`config.mk`:
```
export PLATFORM = sky130hd
export DESIGN_NAME = muldiv_unit
export DESIGN_NICKNAME = d
export VERILOG_FILES = /design/src/rtl/muldiv_pkg.sv /design/src/rtl/muldiv_iter.sv /design/src/rtl/muldiv_unit.sv
export SDC_FILE = /design/constraint.sdc
export NUM_CORES = 1
export LEC_CHECK = 0
export CORE_ASPECT_RATIO = 0.6
export CORE_MARGIN = 10
export CORE_UTILIZATION = 45
export CTS_BUF_LIST = sky130_fd_sc_hd__clkbuf_8 sky130_fd_sc_hd__clkbuf_16
export CTS_CLUSTER_SIZE = 28
export DETAILED_ROUTE_END_ITERATION = 6
export PLACE_DENSITY = 0.67
export SETUP_SLACK_MARGIN = 0.2
export SYNTH_ARGS = -nofsm -noshare
export SYNTH_HDL_FRONTEND = slang
export SYNTH_SLANG_ARGS = --single-unit
```
`constraint.sdc`:
```
create_clock -name clk -period 9.3 [get_ports clk]
set_input_delay 1.395 -clock clk [delete_from_list [all_inputs] [get_ports clk]]
set_output_delay 1.395 -clock clk [all_outputs]
set_load 0.01 [all_outputs]
```
`src/rtl/muldiv_pkg.sv`:
```
// Shared constants for the iterative RV32M multiply/divide unit:
// default widths, FUNCT3 op codes and the FSM state encoding.
package muldiv_pkg;

   localparam int XLEN_DEF       = 32;
   localparam int REG_ADDR_W_DEF = 5;

   localparam logic [2:0] F3_MUL    = 3'd0;
   localparam logic [2:0] F3_MULH   = 3'd1;
   localparam logic [2:0] F3_MULHSU = 3'd2;
   localparam logic [2:0] F3_MULHU  = 3'd3;
   localparam logic [2:0] F3_DIV    = 3'd4;
   localparam logic [2:0] F3_DIVU   = 3'd5;
   localparam logic [2:0] F3_REM    = 3'd6;
   localparam logic [2:0] F3_REMU   = 3'd7;

   typedef enum logic [1:0] {
      S_IDLE = 2'd0,
      S_CALC = 2'd1,
      S_FIX  = 2'd2,
      S_DONE = 2'd3
   } state_t;

endpackage

```
`src/rtl/muldiv_iter.sv`:
```
// One radix-2 step on unsigned magnitudes: shift-add multiply or restoring divide.
// The accumulator is {high half, low half}; the low half holds multiplier or dividend/quotient.
module muldiv_iter #(
   parameter int XLEN = 32
) (
   input  logic [2*XLEN-1:0] acc,
   input  logic [XLEN-1:0]   operand,
   input  logic              div_mode,
   output logic [2*XLEN-1:0] acc_next,
   output logic              q_bit
);

   logic [XLEN:0] sum;
   logic [XLEN:0] part;
   logic [XLEN:0] diff;

   always_comb begin
      // NOTE: every output of a combinational block gets a default first, so no path can infer a latch.
      acc_next = acc;
      q_bit    = 1'b0;
      sum      = {1'b0, acc[2*XLEN-1:XLEN]} + (acc[0] ? {1'b0, operand} : '0);
      part     = {acc[2*XLEN-1:XLEN], acc[XLEN-1]};
      diff     = part - {1'b0, operand};
      if (div_mode) begin
         // The vacated lsb is left clear; the caller merges q_bit into it.
         q_bit    = ~diff[XLEN];
         acc_next = {(q_bit ? diff[XLEN-1:0] : part[XLEN-1:0]), acc[XLEN-2:0], 1'b0};
      end else begin
         acc_next = {sum, acc[XLEN-1:1]};
      end
   end

endmodule

```
`src/rtl/muldiv_unit.sv`:
```
// Iterative RV32M multiply/divide execute stage: IDLE -> CALC -> FIX -> DONE -> IDLE,
// operating on magnitudes with a sign fix-up, plus a fast path for divide special cases.
module muldiv_unit
   import muldiv_pkg::*;
#(
   parameter int XLEN       = XLEN_DEF,
   parameter int REG_ADDR_W = REG_ADDR_W_DEF
) (
   input  logic                  clk,
   input  logic                  rst_n,
   input  logic                  start,
   input  logic [2:0]            funct3,
   input  logic [XLEN-1:0]       op_a,
   input  logic [XLEN-1:0]       op_b,
   input  logic [REG_ADDR_W-1:0] rd_addr,
   input  logic                  flush,
   output logic                  busy,
   output logic                  done,
   output logic [XLEN-1:0]       result,
   output logic [REG_ADDR_W-1:0] wb_addr,
   output logic                  wb_en
);

   localparam int                CNT_W = $clog2(XLEN);
   localparam logic [CNT_W-1:0] LAST  = CNT_W'(XLEN - 1);

   state_t                  state, state_d;
   logic [CNT_W-1:0]        cnt;
   logic [2*XLEN-1:0]       acc, acc_step;
   logic [XLEN-1:0]         opnd;
   logic [2:0]              f3_q;
   logic [REG_ADDR_W-1:0]   rd_q;
   logic                    neg_q, special_q, q_bit;

   logic                    a_neg, b_neg, res_neg, div_zero, div_ovf, special, accept;
   logic [XLEN-1:0]         a_mag, b_mag, special_val, fix_res;
   logic [2*XLEN-1:0]       prod;
   logic                    busy_d, done_d, wb_en_d;

   // Operand decode for the instruction presented at the accepting edge.
   always_comb begin
      a_neg       = (funct3 inside {F3_MULH, F3_MULHSU, F3_DIV, F3_REM}) && op_a[XLEN-1];
      b_neg       = (funct3 inside {F3_MULH, F3_DIV, F3_REM}) && op_b[XLEN-1];
      a_mag       = a_neg ? -op_a : op_a;
      b_mag       = b_neg ? -op_b : op_b;
      div_zero    = funct3[2] && (op_b == '0);
      div_ovf     = (funct3 inside {F3_DIV, F3_REM}) && (op_a == {1'b1, {(XLEN-1){1'b0}}})
                    && (op_b == '1);
      special     = div_zero || div_ovf;
      special_val = div_zero ? (funct3[1] ? op_a : '1) : (funct3[1] ? '0 : op_a);
      case (funct3)
         F3_MULH, F3_DIV:  res_neg = a_neg ^ b_neg;
         F3_MULHSU, F3_REM: res_neg = a_neg;
         default:          res_neg = 1'b0;
      endcase
   end

   assign accept = (state == S_IDLE) && start && !flush;

   muldiv_iter #(.XLEN(XLEN)) u_iter (
      .acc      (acc),
      .operand  (opnd),
      .div_mode (f3_q[2]),
      .acc_next (acc_step),
      .q_bit    (q_bit)
   );

   always_comb begin
      state_d = state;
      if (flush) begin
         state_d = S_IDLE;
      end else begin
         case (state)
            S_IDLE:  if (start) state_d = special ? S_FIX : S_CALC;
            S_CALC:  if (cnt == LAST) state_d = S_FIX;
            S_FIX:   state_d = S_DONE;
            default: state_d = S_IDLE;
         endcase
      end
   end

   always_comb begin
      busy_d  = (state_d != S_IDLE);
      done_d  = (state_d == S_DONE);
      wb_en_d = done_d && (rd_q != '0);
   end

   // Sign correction and result selection, consumed only in FIX.
   always_comb begin
      prod = neg_q ? -acc : acc;
      if (special_q) begin
         fix_res = acc[XLEN-1:0];
      end else begin
         case (f3_q)
            F3_MUL:                       fix_res = prod[XLEN-1:0];
            F3_MULH, F3_MULHSU, F3_MULHU: fix_res = prod[2*XLEN-1:XLEN];
            F3_DIV, F3_DIVU:              fix_res = neg_q ? -acc[XLEN-1:0] : acc[XLEN-1:0];
            default:                      fix_res = neg_q ? -acc[2*XLEN-1:XLEN] : acc[2*XLEN-1:XLEN];
         endcase
      end
   end

   always_ff @(posedge clk) begin
      // NOTE: sequential state uses non-blocking assignments so every register samples pre-edge values.
      if (!rst_n) begin
         state   <= S_IDLE;
         busy    <= 1'b0;
         done    <= 1'b0;
         wb_en   <= 1'b0;
         result  <= '0;
         wb_addr <= '0;
      end else begin
         state <= state_d;
         busy  <= busy_d;
         done  <= done_d;
         wb_en <= wb_en_d;
         if (state == S_FIX && !flush) begin
            result  <= fix_res;
            wb_addr <= rd_q;
         end
      end
   end

   // NOTE: datapath registers carry no reset; they are always loaded at accept before being read.
   always_ff @(posedge clk) begin
      if (accept) begin
         f3_q      <= funct3;
         rd_q      <= rd_addr;
         neg_q     <= res_neg;
         special_q <= special;
         cnt       <= '0;
         opnd      <= funct3[2] ? b_mag : a_mag;
         if (special)        acc <= {{XLEN{1'b0}}, special_val};
         else if (funct3[2]) acc <= {{XLEN{1'b0}}, a_mag};
         else                acc <= {{XLEN{1'b0}}, b_mag};
      end else if (state == S_CALC) begin
         acc <= {acc_step[2*XLEN-1:1], acc_step[0] | q_bit};
         cnt <= cnt + 1'b1;
      end
   end

endmodule

```
==> results.md <==
* Drt first pass iters at 6
* Post_cts resized at 0
* Cell with the most instances after synthesis: nand2_1
* Post-Syn Area at 15,010 sq um
* Die height at between 150 and 200 um
* Initial antenna violation count at 5
* Synth Area in Compound Gates at between 20 and 30%
* Post-CTS Hold Buffers at 0
* Critical Path End Type: flop
* H-tree depth at 4
* Overflow after GRT at 0
* Crit share post-route at a little over half
* Status: completed
* Initial Util at a little under half
* Post-Route WL at 56,670 um
* Min-delay worst type: flop to flop
* Routed Antenna Nets at 0
* CTS tree: built
* Main area contributors after synthesis: edfxtp_1 21%, dfxtp_1 6.3%, a21oi_1 6.1%
* Max Slew Vio Count at 0
* Final setup viols at 0
* IO Count at ~120
* Fin crit period at about 5.0 ns
* EDFF count, synth at approximately 110
* Vias/cell at about 6.4
* Sequential area share after synthesis at between 20% and 30%
* VDD IR max at about 0.00011 V
* Synth Register Bits at approximately 150
* Total Power at about 2.7 mW
* Mux cell area share after synthesis at about 4.4%
* Yosys top cell area share at a little over a fifth
* Iter 0 DRT Violations at 2,068
* Placer Congestion at just under 1
* Core area at 32,670 sq um
* Nets at around 2,100
* Area grow syn2layout at 13.39%
* Yosys warning count at 0
* Vias in the first global route at around 14,000
* Layout cells sized above 1 at approximately 4.5%
* RSZ-0062 raised after global routing: false
* Fmax at between 150 and 200 MHz
* CTS Buf Count at 17
* Relative slew slack at 15.79%
* Post-Synth Adder-Cell Area at 6.587%
* Layout Utilization at 52.08%
* Cell taking the most area after synthesis: edfxtp_1
* Hold_ws at 0.4573 ns
* Simple-Gate Fraction of Synth Area at about a fifth
* Critical path peak fanout at 30
* Tot GR Track Use at a little over a quarter
* DP HPWL at 43,430 um
* # rows at a little over 50
* Mapped Cells at between 1,500 and 2,000
* CP Data Required Time at 9.46 ns
* Skew-Pair Late Insertion Delay at about 0.45 ns
* Post-synth top cells: 187 x nand2_1, 184 x a21oi_1, 172 x nor2_1
* Die footprint at around 41,000 sq um
* WL/cell at 23.38 um
* Largest net degree at the start of global routing at 98
* Count of cell types in the netlist at 78
* Post-CTS setup buffers at 0
* Syn Nets at 2,069
* Syn avg cell area at between 7 and 8 sq um
* First-pass GRT wire length at between 80,000 and 90,000 um
* Main combinational cell family by area after synthesis: compound AO/OA/AOI/OAI gates
* Placed inst area at roughly 16,000 sq um
* Die X-Extent at approximately 260 um
* Max Cap Viol at 0
* Critical path launch point type: primary input
* TritonCTS Sinks at between 150 and 200
* WS Path Type: primary input to flop
* Setup TNS at 0 ns
* Synth Area in XOR/XNOR at under 10%
* Clk buf depth at 2
* Worst slew pin tran at between 1 and 1.5 ns
* Share of flip-flops with an asynchronous set or reset at 0%
* IO buf count at around 120
* Worst Skew at 0.01511 ns
* Crit path arrival time at ~5.2 ns
* Final hold vios at 0
* Layout fillers at 3,165
* DRC at 0
* Synth Flop Type: edfxtp_1
* Clk root buf: clkbuf_16
* Final instance area at between 15,000 and 20,000 sq um
* PD cells at between 150 and 200 nW/um^2
* Reg2Reg Setup Slack at 4.36 ns
* Clock Pin Slew Worst Setup and Hold Paths at 0.07 ns
* P_leak at 6.268 nW
* Via Count at ~16,000
worst paths after layout:
kind                                  from  depth (start not counted)    endpoint
worst max register to register     acc[31]                         15     acc[42]
worst min-delay path            result[11]                          2  result[11]
worst min register to register  result[11]                          2  result[11]
worst max-delay path               op_b[8]                         12     acc[11]
through the flow:
step | std cells | worst slack, ns
after floorplan | 1920 | 5.304
after global placement | 2389 | 4.009
after detailed placement | 2389 | 3.890
after CTS | 2421 | 4.362
after global routing | 2421 | 3.960
final | 2424 | 4.274
logic make-up (layout without fill, tap and decap cells):
kind of cell | after synthesis | count (layout)
multiplexers | 65 | 65
AND/OR/NAND/NOR | 610 | 610
adder cells (fa/ha/maj) | 79 | 79
XOR/XNOR | 163 | 163
other | 0 | 3
flip-flops | 153 | 153
buffers and inverters | 198 | 249
AO/OA/AOI/OAI | 652 | 652
layout by cell type (no fill, tap or decap), types with 26 or more instances in the layout:
cell and n:
nor3_1 38, mux2i_1 56, edfxtp_1 106, o21ai_0 171
ha_1 71, a21o_1 26, nor2_1 171, o211ai_1 29
clkdlybuf4s50_1 114, dfxtp_1 47, inv_1 77, xor2_1 80
nand2_1 187, o31ai_1 31, nand3_1 34, xnor2_1 82
a211oi_1 34, a21oi_1 184
worst max-delay path, cell delays in order:
cell and delay (ns):
clkdlybuf4s50_1 0.53, or4_1 0.65, nor4_1 0.60, nand4b_1 0.31
nor4_2 0.29, buf_4 0.34, nor2_1 0.09, buf_4 0.21
clkinv_1 0.33, o21ai_0 0.23, nand2_1 0.11, o21ai_0 0.09
flip-flops by register name, summed over array words and instances (netlist names):
| register | count |
|---|---|
| acc | 64 |
| busy | 1 |
| opnd | 32 |
| state | 2 |
| neg_q | 1 |
| f3_q | 3 |
| rd_q | 5 |
| wb_addr | 5 |
| done | 1 |
| cnt | 5 |
| special_q | 1 |
| wb_en | 1 |
| result | 32 |
cell type report:
cell class / instances / area (sq um) / share of cell area, %
antenna: 3 / 7.507 / 0.04412
tap: 450 / 563.0 / 3.309
multi-input combinational: 1569 / 10140 / 59.61
sequential: 153 / 4124 / 24.24
clock buffer: 18 / 450.4 / 2.647
inverter: 80 / 301.5 / 1.772
clock inverter: 14 / 113.9 / 0.6692
timing repair buffer: 137 / 1311 / 7.706
power by group:
group          leakage (nW)  switching, mW  internal [mW]
clock                 0.284          0.323          0.364
sequential             1.38          0.127          0.806
combinational          4.60          0.631          0.411
total                  6.27           1.08           1.58
layer usage:
metal,up-vias,GRT usage (%),wire length [um]
met5,-,0,15
met4,2,6.629,1081
met3,71,9.244,7386
met2,891,34.52,21920
met1,7348,39.37,26270
li1,7232,-,-
Power figures use the tool's default switching activity.
